--- config.mk ---
export PLATFORM = sky130hd
export DESIGN_NAME = digilock_controller_n
export DESIGN_NICKNAME = d
export VERILOG_FILES = /design/src/rtl/digilock_controller_n.sv
export SDC_FILE = /design/constraint.sdc
export NUM_CORES = 1
export LEC_CHECK = 0
export ABC_CLOCK_PERIOD_IN_PS = 2600
export CAP_MARGIN = 20
export CORE_UTILIZATION = 57
export CTS_BUF_LIST = sky130_fd_sc_hd__clkbuf_2 sky130_fd_sc_hd__clkbuf_4 sky130_fd_sc_hd__clkbuf_8
export CTS_CLUSTER_DIAMETER = 100
export CTS_CLUSTER_SIZE = 12
export DETAILED_ROUTE_END_ITERATION = 10
export GPL_ROUTABILITY_DRIVEN = 0
export GPL_TIMING_DRIVEN = 0
export PLACE_DENSITY = 0.77
export SYNTH_ARGS = -nofsm -noshare
export SYNTH_HDL_FRONTEND = slang
export SYNTH_SLANG_ARGS = --single-unit
--- constraint.sdc ---
create_clock -name clk -period 2.6 [get_ports clk]
set_clock_uncertainty 0.1 [all_clocks]
set_input_delay 0.65 -clock clk [delete_from_list [all_inputs] [get_ports clk]]
set_output_delay 0.65 -clock clk [all_outputs]
set_load 0.02 [all_outputs]
--- src/rtl/digilock_controller_n.sv ---
`default_nettype none
//============================================================================
// Module   : digilock_controller_n
// Desc     : N-digit keypad lock controller with configure/verify modes,
//            failed-attempt lockout, inter-key timeout and timed unlock.
// Revision : 1.0 - initial release
//============================================================================
module digilock_controller_n #(
    parameter int                          N_DIGITS       = 4,
    parameter int                          DIGIT_W        = 4,
    parameter logic [N_DIGITS*DIGIT_W-1:0] DEFAULT_PWD    = '0,
    parameter int                          MAX_TRIES      = 3,
    parameter int                          LOCKOUT_CYCLES = 1000,
    parameter int                          OPEN_CYCLES    = 500,
    parameter int                          TIMEOUT_CYCLES = 5000
) (
    input  logic                             clk,
    input  logic                             reset_n,
    input  logic                             modo,
    input  logic                             tecla_ativada,
    input  logic [DIGIT_W-1:0]               tecla,
    input  logic                             cancela,
    output logic                             aberto,
    output logic                             erro,
    output logic                             config_ok,
    output logic                             bloqueado,
    output logic [$clog2(N_DIGITS+1)-1:0]    digitos,
    output logic                             ocupado
);

    localparam int c_pw = N_DIGITS * DIGIT_W;
    localparam int c_dw = $clog2(N_DIGITS + 1);
    localparam int c_fw = $clog2(MAX_TRIES + 1);
    localparam int c_cw = $clog2(((LOCKOUT_CYCLES > OPEN_CYCLES) ? LOCKOUT_CYCLES : OPEN_CYCLES) + 1);
    localparam int c_tw = (TIMEOUT_CYCLES > 0) ? $clog2(TIMEOUT_CYCLES + 1) : 1;

    localparam logic [c_dw-1:0] c_last      = c_dw'(N_DIGITS - 1);
    localparam logic [c_fw-1:0] c_max_tries = c_fw'(MAX_TRIES);
    localparam logic [c_cw-1:0] c_open_end  = c_cw'(OPEN_CYCLES - 1);
    localparam logic [c_cw-1:0] c_lock_end  = c_cw'(LOCKOUT_CYCLES - 1);
    localparam logic [c_tw-1:0] c_to_end    = c_tw'(TIMEOUT_CYCLES - 1);

    typedef enum logic [2:0] {
        S_IDLE    = 3'd0,
        S_SET_A   = 3'd1,
        S_SET_B   = 3'd2,
        S_VERIFY  = 3'd3,
        S_OPEN    = 3'd4,
        S_LOCKOUT = 3'd5
    } state_t;

    state_t            r_state, w_state_nx, w_phase;
    logic [c_pw-1:0]   r_stored, w_stored_nx;
    logic [c_pw-1:0]   r_shadow, w_shadow_nx;
    logic              r_mismatch, w_mismatch_nx, w_mis;
    logic [c_fw-1:0]   r_fails, w_fails_nx, w_fails_inc;
    logic [c_cw-1:0]   r_cnt, w_cnt_nx;
    logic [c_tw-1:0]   r_idle, w_idle_nx;
    logic [c_dw-1:0]   r_dig, w_dig_nx, w_idx;
    logic              w_erro_nx, w_cfg_nx, w_abort;

    assign digitos = r_dig;

    always_comb begin
        w_state_nx    = r_state;
        w_stored_nx   = r_stored;
        w_shadow_nx   = r_shadow;
        w_mismatch_nx = r_mismatch;
        w_fails_nx    = r_fails;
        w_cnt_nx      = r_cnt;
        w_idle_nx     = r_idle;
        w_dig_nx      = r_dig;
        w_erro_nx     = 1'b0;
        w_cfg_nx      = 1'b0;
        w_abort       = 1'b0;
        w_phase       = r_state;
        w_idx         = r_dig;
        w_mis         = r_mismatch;
        w_fails_inc   = r_fails + 1'b1;

        case (r_state)
            S_OPEN: begin
                if (cancela || (r_cnt == c_open_end)) begin
                    w_state_nx = S_IDLE;
                    w_cnt_nx   = '0;
                end else begin
                    w_cnt_nx = r_cnt + 1'b1;
                end
            end
            S_LOCKOUT: begin
                if (r_cnt == c_lock_end) begin
                    w_state_nx = S_IDLE;
                    w_cnt_nx   = '0;
                end else begin
                    w_cnt_nx = r_cnt + 1'b1;
                end
            end
            default: begin
                if ((r_state != S_IDLE) && cancela) begin
                    w_abort = 1'b1;
                end else if (tecla_ativada) begin
                    // The first key from IDLE is processed as digit 0 of the chosen phase
                    if (r_state == S_IDLE) begin
                        w_phase = modo ? S_SET_A : S_VERIFY;
                        w_idx   = '0;
                        w_mis   = 1'b0;
                    end
                    w_idle_nx  = '0;
                    w_state_nx = w_phase;
                    w_dig_nx   = w_idx + 1'b1;
                    case (w_phase)
                        S_SET_A: begin
                            w_shadow_nx[w_idx*DIGIT_W +: DIGIT_W] = tecla;
                            if (w_idx == c_last) begin
                                w_state_nx = S_SET_B;
                                w_dig_nx   = '0;
                            end
                        end
                        S_SET_B: begin
                            w_mis         = w_mis | (tecla != r_shadow[w_idx*DIGIT_W +: DIGIT_W]);
                            w_mismatch_nx = w_mis;
                            if (w_idx == c_last) begin
                                w_state_nx    = S_IDLE;
                                w_dig_nx      = '0;
                                w_mismatch_nx = 1'b0;
                                w_shadow_nx   = '0;
                                if (!w_mis) begin
                                    w_stored_nx = r_shadow;
                                    w_cfg_nx    = 1'b1;
                                end else begin
                                    w_erro_nx = 1'b1;
                                end
                            end
                        end
                        default: begin
                            w_mis         = w_mis | (tecla != r_stored[w_idx*DIGIT_W +: DIGIT_W]);
                            w_mismatch_nx = w_mis;
                            if (w_idx == c_last) begin
                                w_dig_nx      = '0;
                                w_mismatch_nx = 1'b0;
                                w_cnt_nx      = '0;
                                if (!w_mis) begin
                                    w_fails_nx = '0;
                                    w_state_nx = S_OPEN;
                                end else begin
                                    w_erro_nx = 1'b1;
                                    if (w_fails_inc == c_max_tries) begin
                                        w_fails_nx = '0;
                                        w_state_nx = S_LOCKOUT;
                                    end else begin
                                        w_fails_nx = w_fails_inc;
                                        w_state_nx = S_IDLE;
                                    end
                                end
                            end
                        end
                    endcase
                end else if ((r_state != S_IDLE) && (TIMEOUT_CYCLES > 0)) begin
                    if (r_idle == c_to_end) begin
                        w_abort = 1'b1;
                    end else begin
                        w_idle_nx = r_idle + 1'b1;
                    end
                end
            end
        endcase

        // Cancel and timeout share one silent exit that leaves the failure count alone
        if (w_abort) begin
            w_state_nx    = S_IDLE;
            w_dig_nx      = '0;
            w_shadow_nx   = '0;
            w_mismatch_nx = 1'b0;
            w_idle_nx     = '0;
        end
    end

    always_ff @(posedge clk or negedge reset_n) begin
        if (!reset_n) begin
            r_state    <= S_IDLE;
            r_stored   <= DEFAULT_PWD;
            r_shadow   <= '0;
            r_mismatch <= 1'b0;
            r_fails    <= '0;
            r_cnt      <= '0;
            r_idle     <= '0;
            r_dig      <= '0;
            aberto     <= 1'b0;
            erro       <= 1'b0;
            config_ok  <= 1'b0;
            bloqueado  <= 1'b0;
            ocupado    <= 1'b0;
        end else begin
            r_state    <= w_state_nx;
            r_stored   <= w_stored_nx;
            r_shadow   <= w_shadow_nx;
            r_mismatch <= w_mismatch_nx;
            r_fails    <= w_fails_nx;
            r_cnt      <= w_cnt_nx;
            r_idle     <= w_idle_nx;
            r_dig      <= w_dig_nx;
            aberto     <= (w_state_nx == S_OPEN);
            erro       <= w_erro_nx;
            config_ok  <= w_cfg_nx;
            bloqueado  <= (w_state_nx == S_LOCKOUT);
            ocupado    <= (w_state_nx != S_IDLE);
        end
    end

endmodule
`default_nettype wire

==> results.cfg <==
[sta]
worst_slack_ps = -280
rsz0062_at_grt = true
drv_slew = 0
relSlewSlack_pct = 42.2
hold_viol = 0
fmax_ghz = 0.347
fin_crit_sh_pct = 111
worst_pin_slew_ps = 867
timing.final.crit_period_ps = 2880
setup_viol = 38

[detailed_routing]
drt_iter0_drc = 456
dr_wl_met3_um = 774
drt-met1-wl_um = 4660
ant_nets = 0
routed.top_layer = met4
first_pass_iters = 5
post_drt_wl_per_cell_um = 20.5
drc = 0
vias = 3603
drt-total-wl_um = 11100
dr_wl_met2_um = 5040
vias_per_cell = 6.67

[run_status]
failed_checks = setup timing
status = finished, violations left

[setup_path]
cp_data_required_time_ps = 2750
slowest_stage = or4_4
path_class = reg2reg
crit_path_cell_trace = clkbuf_8, o311ai_4, a21oi_2, o211ai_1, nand4_1, or4_4, nor2_8, clkbuf_16, mux2_4
regToRegStartpoint = r_state[1]$_DFF_PN0_
arrival_ps = 3030
rrSetupSlack_ps = -280
start_kind = register
slowest_delay_ps = 620
worst_r2r_path_depth = 9
rr_endpoint = r_stored[8]$_DFFE_PN0P_
cp_top_family = simple AND/OR/NAND/NOR gates
cp_max_fo = 5
crit_path_start = r_state[1]$_DFF_PN0_
critPathBufInv = 2
end_kind = register
path_depth = 9

[placed_design]
dp_hpwl_um = 6520
place_area_um2 = 4220
port_buffers = 13
place_ws_ps = -697

[synthesis]
synth_edf_count = 0
yosys_warnings = 0
synth-xor-area-share_pct = 2.45
avgSynthCellArea_um2 = 9.75
synthDominantCellAreaShare_pct = 44.0
syn-num-nets = 418
syn_inst = 403
yosys-top-cells-count = dfrtp_1 (69), o21ai_0 (35), nor2_1 (33)
synth_simple_gate_area_share_pct = 22.1
ys_top_cells_by_area = dfrtp_1 (44%), o21ai_0 (4.5%), nor2_1 (3.2%), mux2_2 (3.2%), a22o_1 (2.9%)
ys_seq_area_share_pct = 44.0
yosysMostFrequentCell = dfrtp_1
synth.area.mux_share_pct = 6.63
yosys_most_used_dff = dfrtp_1
async_flop_share_pct = 100
synth_top_family_by_area = simple AND/OR/NAND/NOR gates
yosysTopAreaCell = dfrtp_1
synthDistinctLibCells = 68
syn_area_um2 = 3930
synth-seq-cells = 69
synth-compound-area-share_pct = 19.3
synthAdderAreaFrac_pct = 1.91

[cts]
cts_root_buf = clkbuf_8
insertion_delay_ps = 360
cts_max_level = 3
cts_tree = yes
cts_buffers = 9
clkSlewWorstSetupHoldPaths_ps = 80
cts_num_sinks = 69
cts_buffer_depth = 2

[power]
irDropWorstVdd_mv = 0.513
p_leak_nw = 2.19
power_density_nw_per_um2 = 832
power_w = 0.00416

[global_routing]
grt_first_pass_wirelength_um = 17200
grt_start_max_net_pins = 70
grt-ovfl-total = 0
first_global_vias = 3401
grt.total_usage_pct = 30.9
antenna_found_initial = 0

[finish]
fin_area_um2 = 5000
fin_nets = 473
synthToLayoutAreaGrowth_pct = 27.2
num_antenna_cells = 0
drive_gt1_share_pct = 28.9
multi_input_area_um2 = 2350
fin_util_pct = 76.9
n_fill_cell = 387
ff_latch_area_um2 = 1730

[job]
max-cap-violations = 0

[min_path]
hold_path_class = in2async

[die]
ios = 17
start_util_pct = 60.5
die_area_um2 = 7230
rows = 29
die_x_um = 85.0
fp.dieH_um = 85.0
core-area_um2 = 6490
[sequential cells by signal, summed over array words and instances (netlist names)]
name / flops
bloqueado: 1
digitos: 3
r_idle: 13
aberto: 1
ocupado: 1
erro: 1
r_cnt: 10
r_stored: 16
r_fails: 2
r_mismatch: 1
config_ok: 1
r_state: 3
r_shadow: 16
[cell usage in the layout, fill, tap and decap left out, drive strengths merged, types with 3 or more instances in the layout]
master / n
o41ai: 3
o22ai: 6
mux2: 16
ha: 6
nor3: 16
a21oi: 11
nor4b: 3
clkbuf: 23
a21boi: 3
or3: 5
nand2b: 11
nand3: 10
nor3b: 3
inv: 14
nor2b: 4
a22o: 13
nand4: 3
a31oi: 3
and2: 6
o21ai: 38
nor2: 34
xor2: 5
clkdlybuf4s50: 11
a211oi: 4
nor4: 4
and3: 12
nand2: 30
dfrtp: 69
xnor2: 6
or2: 4
mux2i: 8
buf: 37
o31ai: 7
[worst max-delay path by stage]
stage	slack [ps]	to
after global placement	-1700	digitos[0]$_DFFE_PN0P_
after detailed placement	-700	r_stored[12]$_DFFE_PN0P_
after global routing	-310	r_stored[5]$_DFFE_PN0P_
final	-280	r_stored[8]$_DFFE_PN0P_
after floorplan	-140	r_shadow[0]$_DFFE_PN0P_
after CTS	-200	r_stored[0]$_DFFE_PN0P_
[cell families after synthesis]
group	Yosys count
fa+ha+maj	6
compound gates	109
xor+xnor	11
flops	69
mux	24
buf+inv	31
simple gates	153
[area by class of cell]
cell class,count,share of cell area [%]
Clock inverter,5,1.68
Tap cell,77,1.93
Buffer,16,2.78
Clock buffer,11,2.91
Multi-Input combinational cell,303,47.1
Timing Repair Buffer,45,7.84
Sequential cell,69,34.7
Inverter,14,1.10
[power by group]
part | switching [W] | leakage [nW] | internal (W)
logic | 0.00108 | 1.14 | 0.000779
registers | 0.000117 | 0.936 | 0.00118
clock network | 0.000430 | 0.109 | 0.000578
[timing repair]
action	4_1_cts	5_1_grt
buffers inserted	21	10
hold buffers	0	0
resized for setup	43	34
endpoints found under the setup margin	55	53
pin swaps	25	21
gates cloned	1	0
[worst register-to-register path, stage by stage (launching register included)]
cell and delay, ps:
dfrtp_2 450, clkbuf_8 160, o311ai_4 280, a21oi_2 100, o211ai_1 230, nand4_1 160, or4_4 620, nor2_8 190
clkbuf_16 190, mux2_4 300
[per-layer routing]
layer	GRT usage, %	vias to the layer above
li1	-	1598
met1	42.0	1716
met2	47.6	217
met3	6.42	72
met5	0	-
met4	14.9	0
[through the flow]
| step | cells | TNS [ps] | hold slack, ps |
|---|---|---|---|
| 5_1_grt | 540 | -7780 | 380 |
| 2_1_floorplan | 403 | -2170 | 254 |
| 3_3_place_gp | 493 | -122680 | 384 |
| 4_1_cts | 530 | -3490 | 344 |
| 3_5_place_dp | 493 | -23220 | 393 |
| 6_report | 540 | -5450 | 305 |
Power figures use the tool's default switching activity.
